===== config.mk =====
export PLATFORM = sky130hd
export DESIGN_NAME = deit_stream_feeder
export DESIGN_NICKNAME = d
export VERILOG_FILES = /design/src/rtl/deit_stream_feeder.sv
export SDC_FILE = /design/constraint.sdc
export NUM_CORES = 1
export LEC_CHECK = 0
export ABC_CLOCK_PERIOD_IN_PS = 4600
export CAP_MARGIN = 30
export CELL_PAD_IN_SITES_DETAIL_PLACEMENT = 1
export CELL_PAD_IN_SITES_GLOBAL_PLACEMENT = 1
export CORE_AREA = 2 2 185 187
export DETAILED_ROUTE_END_ITERATION = 12
export DIE_AREA = 0 0 187 189
export GPL_TIMING_DRIVEN = 0
export PLACE_DENSITY = 0.9
export SYNTH_ARGS = -nofsm -noshare
export SYNTH_HDL_FRONTEND = slang
export SYNTH_SLANG_ARGS = --single-unit

===== constraint.sdc =====
create_clock -name clk -period 4.6 [get_ports clk]
set_input_delay 0.46 -clock clk [delete_from_list [all_inputs] [get_ports clk]]
set_output_delay 0.46 -clock clk [all_outputs]
set_load 0.05 [all_outputs]

===== src/rtl/deit_stream_feeder.sv =====
// Stimulus engine for deit_core bring-up: start/watchdog FSM plus vector generators.
// Optional DEIT_FEEDER_CHECKSUM_EN builds a running sum of served activation lanes.
module deit_stream_feeder #(
  parameter int ROWS       = 12,
  parameter int COLS       = 12,
  parameter int DATA_WIDTH = 8,
  parameter int TMO_W      = 16
) (
  input  logic                       clk,
  input  logic                       rst_n,
  input  logic                       run,
  input  logic [1:0]                 cfg_mode,
  input  logic [DATA_WIDTH-1:0]      cfg_const,
  input  logic [31:0]                cfg_compute_cycles,
  input  logic [TMO_W-1:0]           cfg_timeout,
  output logic                       core_ap_start,
  input  logic                       core_ap_done,
  input  logic                       core_weight_load_en,
  input  logic                       core_input_stream_en,
  output logic [COLS*DATA_WIDTH-1:0] in_weight_vec,
  output logic [ROWS*DATA_WIDTH-1:0] in_act_vec,
  output logic                       busy,
  output logic                       done,
  output logic                       timeout_err,
  output logic                       beat_mismatch,
  output logic [15:0]                wgt_beats,
  output logic [31:0]                act_beats,
  output logic [31:0]                act_checksum
);

  typedef enum logic [2:0] {
    IDLE, START, RUN, DONE_S, ERR
  } state_t;

  state_t state, state_nx;

  logic [TMO_W-1:0] wd;
  logic [15:0] lfsr, lfsr_a, lfsr_nx;
  logic        accept, w_srv, a_srv;
  logic [COLS*DATA_WIDTH-1:0] w_gen;
  logic [ROWS*DATA_WIDTH-1:0] a_gen;

  function automatic logic [15:0] lfsr_step(input logic [15:0] s);
    lfsr_step = {1'b0, s[15:1]} ^ (s[0] ? 16'hB400 : 16'h0000);
  endfunction

  function automatic logic [DATA_WIDTH-1:0] lane_val(
    input logic [1:0]            mode,
    input logic [DATA_WIDTH-1:0] cval,
    input logic [DATA_WIDTH-1:0] n,
    input logic [15:0]           l,
    input logic [DATA_WIDTH-1:0] k
  );
    unique case (mode)
      2'd0:    lane_val = cval;
      2'd1:    lane_val = n + k;
      2'd2:    lane_val = l[DATA_WIDTH-1:0] ^ k;
      default: lane_val = '0;
    endcase
  endfunction

  assign accept        = (state == IDLE) && run;
  assign w_srv         = (state == RUN) && core_weight_load_en;
  assign a_srv         = (state == RUN) && core_input_stream_en;
  assign core_ap_start = (state == START);
  assign busy          = (state == START) || (state == RUN);

  always_comb begin
    state_nx = state;
    unique case (state)
      IDLE:
        if (run)
          state_nx = (cfg_compute_cycles == 32'd0) ? DONE_S : START;
      START:
        state_nx = RUN;
      RUN:
        if (core_ap_done)
          state_nx = DONE_S;
        else if (cfg_timeout != '0 && wd == cfg_timeout)
          state_nx = ERR;
      DONE_S, ERR:
        state_nx = IDLE;
      default:
        state_nx = IDLE;
    endcase
  end

  // Weight lanes use the current LFSR state; a concurrent act beat sees the stepped one.
  always_comb begin
    lfsr_a  = w_srv ? lfsr_step(lfsr) : lfsr;
    lfsr_nx = a_srv ? lfsr_step(lfsr_a) : lfsr_a;
    w_gen   = '0;
    a_gen   = '0;
    for (int k = 0; k < COLS; k++)
      w_gen[k*DATA_WIDTH +: DATA_WIDTH] = lane_val(
        cfg_mode, cfg_const, wgt_beats[DATA_WIDTH-1:0],
        lfsr, DATA_WIDTH'(k));
    for (int k = 0; k < ROWS; k++)
      a_gen[k*DATA_WIDTH +: DATA_WIDTH] = lane_val(
        cfg_mode, cfg_const, act_beats[DATA_WIDTH-1:0],
        lfsr_a, DATA_WIDTH'(k));
  end

  always_ff @(posedge clk) begin
    if (!rst_n) begin
      state         <= IDLE;
      lfsr          <= 16'hACE1;
      wd            <= '0;
      done          <= 1'b0;
      timeout_err   <= 1'b0;
      beat_mismatch <= 1'b0;
      wgt_beats     <= '0;
      act_beats     <= '0;
      in_weight_vec <= '0;
      in_act_vec    <= '0;
    end else begin
      state <= state_nx;
      lfsr  <= lfsr_nx;
      done  <= (state == DONE_S);
      if (state == START)
        wd <= TMO_W'(1);
      else if (state == RUN && wd != '1)
        wd <= wd + 1'b1;
      if (accept) begin
        timeout_err   <= 1'b0;
        beat_mismatch <= 1'b0;
        wgt_beats     <= '0;
        act_beats     <= '0;
      end else begin
        if (state == ERR)
          timeout_err <= 1'b1;
        if (state == DONE_S)
          beat_mismatch <= (act_beats != cfg_compute_cycles);
        if (w_srv && wgt_beats != '1)
          wgt_beats <= wgt_beats + 1'b1;
        if (a_srv && act_beats != '1)
          act_beats <= act_beats + 1'b1;
      end
      if (w_srv)
        in_weight_vec <= w_gen;
      else if (state != RUN)
        in_weight_vec <= '0;
      in_act_vec <= a_srv ? a_gen : '0;
    end
  end

`ifdef DEIT_FEEDER_CHECKSUM_EN
  logic [31:0] a_sum;
  logic [31:0] csum;

  always_comb begin
    a_sum = '0;
    for (int k = 0; k < ROWS; k++)
      a_sum = a_sum + 32'(a_gen[k*DATA_WIDTH +: DATA_WIDTH]);
  end

  always_ff @(posedge clk) begin
    if (!rst_n)
      csum <= '0;
    else if (accept)
      csum <= '0;
    else if (a_srv)
      csum <= csum + a_sum;
  end

  assign act_checksum = csum;
`else
  assign act_checksum = '0;
`endif

endmodule

==> metrics.md, run 1 <==
| Metric | Value |
|---|---|
| Status | complete, no violations |
| Total Routed Length | ~51000 um |
| CP Cell Sequence | inv_1, or3_2, nand2_1, clkdlybuf4s50_1 |
| Async set-or-reset flop fraction in the synthesized netlist | 0 |
| CTS root buffer | clkbuf_16 |
| CTS tree | built |
| CP max stage delay | 0.81 ns |
| Post-Syn Area | 0.0129 sq mm |
| # DRC | 0 |
| Adder-cell share of the synthesized area | 0.0243 |
| Commonest non-fill, non-tap cells in the layout | clkdlybuf4s50_1, dfxtp_1, nand2_1, a21oi_1 |
| Number of synthesized flops with an enable pin | 0 |
| Number of maximum-capacitance violations | 0 |
| Post-synthesis xor/xnor area fraction | 0.119 |
| Die Height | 189 um |
| Final net count | 2059 |
| CTS Buf Count | 26 |
| Largest net degree at the start of global routing | 14 |
| Register clock-pin slew on the reported worst setup and hold paths | ~0.060 ns |
| Final setup fails | 0 |
| Main flop type after synthesis | dfxtp_1 |
| Vias in the first global route | 13600 |
| Initial drt markers | 784 |
| Worst slew pin tran | roughly 0.9 ns |
| Initial Utilization | 0.387 |
| Hold path startpoint | in_weight_vec[79] |
| Slew HR | 0.398 |
| Max Clock Skew | ~0.017 ns |
| Worst R2R End | in_weight_vec[95] |
| R2r startpoint | wgt_beats[1] |
| RSZ-0062 raised after global routing | false |
| Gate Count Post-Synth | about 1600 |
| Global-route wire length before repair | 78100 um |
| Hold Crit Depth | 2 |
| Peak VDD IR | about 0.00025 V |
| Maximum buffer depth of the clock tree | 3 |
| Syn Area/Cell | 8.03 sq um |
| Arrival time at the worst endpoint | 2.53 ns |
| Power density cells | 288 mW/mm^2 |
| Setup crit end kind | primary output |
| Cts repair resizes | 0 |
| Hold EP | in_weight_vec[79] |
| Seq/Total Area, Yosys | 0.364 |
| Setup bufs post-CTS | 0 |
| Ys Warns | 0 |
| Crit Path Max Fanout | 8 |
| Fin crit period | ~3.0 ns |
| Grt total ovfl | 0 |
| Worst min path class | register to register |
| Die width | 187 um |
| Routed Antenna Nets | 0 |
| IO buf count | 308 |
| Cts-stage hold buffer count | 0 |
| Startpoint Class | register |
| Cell variety after synth | between 70 and 80 |
| Antenna violations before repair | 2 |
| Avg WL per Cell | 20.8 um |
| Static leakage | 0.00632 uW |
| Crit Path Class | register to primary output |
| ANT cells | 0 |
| HPWL after detailed placement | 39100 um |
| Top delay family on crit path | buffers and inverters |
| Main combinational cell family by area after synthesis | simple AND/OR/NAND/NOR gates |
| Final hold vios | 0 |
| Post-synthesis mux area share | 0.0109 |
| Power, Total | 5050 uW |
| Post-synthesis compound-gate area fraction | 0.183 |
| First-pass DRT Iterations | 7 |
| Row count | 67 |
| Clk_lat worst skew | approximately 0.54 ns |
| Synth Register Bits | 234 |
| Final period utilization | 0.651 |
| All-Layer GR Usage | 0.276 |
| Utilization after layout | 0.526 |
| Vias | 13300 |
| # clock sinks | 234 |
| Final Max Tran Viols | 0 |
| CP Buf/Inv Count | 2 |
| Die area | 0.0353 sq mm |
| Cells after DPL | roughly 2400 |
| Crit path from | state[0] |
| Share of cells above drive strength 1 | 0.0814 |
| GPL Wtd Cong | 0.966 |
| # IOs | about 340 |
| Fmax | 334 MHz |
| Core ar. | 0.0333 sq mm |
| Post-Synth Simple-Gate Area | 0.211 |
| Register-to-register setup slack | 1.74 ns |
| Layout area overhead | 36.0% |
| Worst EP required | ~4.1 ns |
| H-tree depth | 1 |
| Setup_tns | 0 ns |
| Worst reg2reg path depth | 7 |
| Slack of the critical path | 1.61 ns |
| CP max-delay cell | clkdlybuf4s50_1 |
| Commonest non-fill, non-tap cell in the layout | clkdlybuf4s50_1 |
| Setup WS pre-CTS | 1.38 ns |
| Vias per std cell | approximately 5.5 |
| Fin cells | 2438 |
[kinds of logic (layout without fill, tap and decap cells)]
| family | count (synthesis) | in the layout |
|---|---|---|
| and+or+nand+nor | 540 | 540 |
| AOI/OAI and AO/OA | 400 | 400 |
| DFF | 234 | 234 |
| buffers and inverters | 214 | 570 |
| xor gates and xnor gates | 175 | 175 |
| adders and majority gates | 25 | 25 |
| muxes | 14 | 14 |
| other | 1 | 32 |
[how the worst max path moves through the flow]
stage	end	slack, ns	depth (start not counted)
6_report	busy	1.61	4
5_1_grt	busy	1.49	4
4_1_cts	busy	1.60	4
3_5_place_dp	in_act_vec[94]	1.38	8
3_3_place_gp	in_act_vec[42]	1.46	7
2_1_floorplan	act_beats[25]	2.12	7
[worst min-delay path: stages, from the launching register on]
cell and delay (ns):
dfxtp_1 0.32, nand2_1 0.05, o21ai_0 0.06
[flip-flops by register name, summed over array words and instances, names as in the netlist]
register and cells:
lfsr 16, act_beats 32, beat_mismatch 1, wgt_beats 16
in_act_vec 74, wd 16, done 1, state 3
in_weight_vec 74, timeout_err 1
[report_power, final]
group	leakage (uW)	total, uW	switching (uW)	internal (uW)
logic	0.00400	802	538	264
registers	0.00189	2100	36.8	2070
clock network	0.000432	2150	884	1260
total	0.00632	5050	1460	3590
[synth_stat cells (all sizes together), types with 24 or more instances]
cell	number	area, sq um
nor2	112	423
nand3	29	150
nor2b	37	231
or3	24	161
ha	25	313
buf	108	731
o21ai	100	500
nand2	188	706
clkbuf	82	309
a21oi	171	856
and2	29	181
xor2	64	561
xnor2	111	972
dfxtp	234	4680
[metal layers]
layer | wire, um | GRT usage | part of all wire
met1 | 20400 | 0.331 | 0.40
met3 | 4090 | 0.0652 | 0.081
met2 | 23800 | 0.469 | 0.47
met4 | 2400 | 0.129 | 0.047
met5 | 12 | 0 | 0.00024
[metrics by stage]
step / hold WS (ns) / area [sq um]
global route: 0.488 / 17500
floorplan: 0.508 / 13000
CTS: 0.465 / 17500
global placement: 0.447 / 16600
detailed placement: 0.451 / 16600
finish: 0.461 / 17500
[final cells by class]
cell class              count  area (sq um)
fillers                  4037         15800
clock inverters             7          70.1
multi-input cells        1186          7180
well taps                 448           561
inverters                  24          90.1
flip-flops and latches    234          4680
plain buffers             190          1040
repair buffers            308          3080
clock buffers              41           808
(Power assumes the default switching activity.)
==> run 2, diff against run 1 <==
Settings changed: ABC_CLOCK_PERIOD_IN_PS 4600 to 2800, CORE_AREA 2 2 185 187 to 2 2 193 195, DIE_AREA 0 0 187 189 to 0 0 195 197, PLACE_DENSITY 0.9 to 0.83.
Clock period 4.6 ns to 2.8 ns, I/O delays scaled along.
==> run 2 against run 1 <==
Die area increased by 8.7%; via count decreased by 0.80%; highest routed layer is now met4; global-route usage decreased by 2.2 points; combinational power increased by 62%.
==> metrics.md, run 2 (synthesis gave the netlist of run 1 again) <==
| Metric | Value |
|---|---|
| Peak VDD IR | 0.000394 V (+55%) |
| H-tree depth | 1 (unchanged) |
| Commonest non-fill, non-tap cell in the layout | clkdlybuf4s50_1 |
| Share of cells above drive strength 1 | 0.0846 (+0.00319) |
| Hold Crit Depth | 2 (unchanged) |
| Commonest non-fill, non-tap cells in the layout | clkdlybuf4s50_1, dfxtp_1, nand2_1, a21oi_1 |
| Final period utilization | 0.957 |
| Register-to-register setup slack | 0.14 ns (-1.60 ns) |
| Setup crit end kind | register |
| Routed Antenna Nets | 0 (unchanged) |
| First-pass DRT Iterations | 8 (+1) |
| Final net count | 2059 (unchanged) |
| Row count | 70 (+4.5%) |
| GPL Wtd Cong | 0.925 (-4.3%) |
| Vias per std cell | 5.37 (-1.4%) |
| Avg WL per Cell | 20.6 um (-1.1%) |
| Clk_lat worst skew | 0.54 ns (about the same) |
| Largest net degree at the start of global routing | 13 (-1) |
| Hold path startpoint | in_weight_vec[46] |
| Arrival time at the worst endpoint | 3.11 ns (+0.58 ns) |
| Utilization after layout | 0.483 (-0.0429) |
| Filler cell count | 4390 (+8.7%) |
| Fmax | 373 MHz |
| CP Buf/Inv Count | 4 (+2) |
| ANT cells | 0 (unchanged) |
| R2r startpoint | state[2] |
| Final Max Tran Viols | 0 (unchanged) |
| Slew HR | 0.371 (-0.0270) |
| Top flop regs | in_act_vec x74, in_weight_vec x74, act_beats x32 |
| Area post-placement | 0.0167 sq mm (+0.15%) |
| Worst min path class | register to register |
| Cts-stage hold buffer count | 0 (unchanged) |
| Initial drt markers | 893 (+14%) |
| Crit Path Class | input port to register |
| CP Cell Sequence | clkdlybuf4s50_1, nor2b_1, clkbuf_1, clkbuf_1, clkbuf_1, nand2_1, o21bai_1 |
| Vias | 13200 (-0.80%) |
| Status | complete, no violations |
| Vias in the first global route | 13600 (-0.044%) |
| Design area | 0.0175 sq mm (about the same) |
| Die width | 195 um (+4.3%) |
| Hold EP | in_weight_vec[46] |
| Worst reg2reg path depth | 8 (+1) |
| Top Usage Layer GRT | met2 |
| CP max-delay cell | clkdlybuf4s50_1 |
| Met2 usage | 0.447 (-0.0218) |
| IO buf count | 308 (unchanged) |
| Final setup fails | 0 (unchanged) |
| # DRC | 0 (unchanged) |
| Power density cells | 469 mW/mm^2 (+63%) |
| Fin crit period | 2.68 ns |
| Top delay family on crit path | buffers and inverters |
| Die area | 0.0384 sq mm (+8.7%) |
| Total Routed Length | 50500 um (-0.44%) |
| HPWL after detailed placement | 39000 um (-0.23%) |
| # clock sinks | 234 (unchanged) |
| Global-route wire length before repair | 78000 um (about the same) |
| Cell mode on critical path | clkbuf_1 |
| Startpoint Class | input port |
| Footprint of the multi-input gates | 0.00720 sq mm (+0.31%) |
| Grt total ovfl | 0 (unchanged) |
| FF+latch area | 0.00469 sq mm (about the same) |
| Worst EP required | 3.23 ns (-0.91 ns) |
| Initial Utilization | 0.355 (-0.0318) |
| Core ar. | 0.0363 sq mm (+9.0%) |
| Met1 GRT Util | 0.319 (-0.0122) |
| CTS Buf Count | 27 (+3.8%) |
| Worst slew pin tran | 0.937 ns (+0.0402 ns) |
| Register clock-pin slew on the reported worst setup and hold paths | 0.06 ns (about the same) |
| Layout area overhead | 36.1% (about the same) |
| Final hold vios | 0 (unchanged) |
| Die Height | 197 um (+4.2%) |
| Max Clock Skew | 0.00959 ns (-0.00701 ns) |
| Number of maximum-capacitance violations | 0 (unchanged) |
| Antenna violations before repair | 0 (-2) |
| CTS tree | built |
| Worst R2R End | in_act_vec[74] |
| All-Layer GR Usage | 0.255 (-0.0215) |
| CP max stage delay | 0.65 ns (-0.16 ns) |
| Maximum buffer depth of the clock tree | 3 (unchanged) |
| Setup bufs post-CTS | 0 (unchanged) |
| CTS root buffer | clkbuf_16 |
| Static leakage | 0.00631 uW (about the same) |
| Met3 usage | 0.0392 (-0.0261) |
| # IOs | 341 (unchanged) |
| Crit Path Max Fanout | 10 (+2) |
==> run 2: cell types whose count changed in the layout (fill, tap and decap cells not counted), sizes merged <==
cell           before  now
bufinv              1    2
buf               108  107
dlygate4sd2         0    2
inv                24   23
clkbuf            123  119
clkinv              5    6
clkdlybuf4s50     308  306
==> run 2: area by class of cell <==
| cell class | count | area share |
|---|---|---|
| clock buffer | 37 | 0.0430 |
| sequential | 234 | 0.267 |
| buffer | 189 | 0.0592 |
| timing repair buffer | 308 | 0.176 |
| tap | 468 | 0.0334 |
| multi-input combinational | 1186 | 0.411 |
| clock inverter | 8 | 0.00528 |
| inverter | 24 | 0.00514 |
==> run 2: power breakdown <==
group	switching [uW]	internal [uW]	leakage, uW
Clock	1410	2040	0.000417
Sequential	60.6	3400	0.00189
Combinational	875	429	0.00400
Total	2350	5870	0.00631
==> run 2: routing by layer <==
| layer | wire length, um | share of wire |
|---|---|---|
| met1 | 21300 | 0.42 |
| met2 | 24500 | 0.48 |
| met3 | 3250 | 0.064 |
| met4 | 1510 | 0.030 |
| met5 | 0 | 0 |
==> run 2: stage by stage <==
stage | TNS (ns) | setup WS, ns | hold slack (ns) | instances | total power (uW)
CTS | 0 | 0.104 | 0.475 | 2455 | 8260
detailed placement | -2.60 | -0.278 | 0.451 | 2410 | 4820
global route | -0.0490 | -0.0222 | 0.496 | 2454 | 8490
finish | 0 | 0.121 | 0.465 | 2454 | 8220
floorplan | 0 | 0.322 | 0.432 | 1634 | 4340
global placement | -1.64 | -0.220 | 0.450 | 2410 | 4790
==> run 2: worst max-delay path by stage <==
stage	slack (ns)	startpoint	cells after the start	to
4_1_cts	0.10	wgt_beats[2]	8	in_weight_vec[63]
6_report	0.12	cfg_mode[0]	7	in_act_vec[34]
3_5_place_dp	-0.28	cfg_mode[0]	7	in_act_vec[34]
3_3_place_gp	-0.22	cfg_mode[0]	7	in_act_vec[34]
2_1_floorplan	0.32	act_beats[2]	7	act_beats[25]
5_1_grt	-0.02	act_beats[1]	8	act_beats[5]
==> run 2: tightest hold or removal path: cells and delay by family, from the launching register on <==
kind | cells | cell delay (ns)
flip-flops | 1 | 0.32
AO/OA/AOI/OAI | 1 | 0.06
AND/OR/NAND/NOR | 1 | 0.05
==> run 2: what timing repair did <==
action,in CTS,in global routing
gates resized for setup,2,11
endpoints found under the setup margin,2,25
endpoints found under the hold margin,0,0
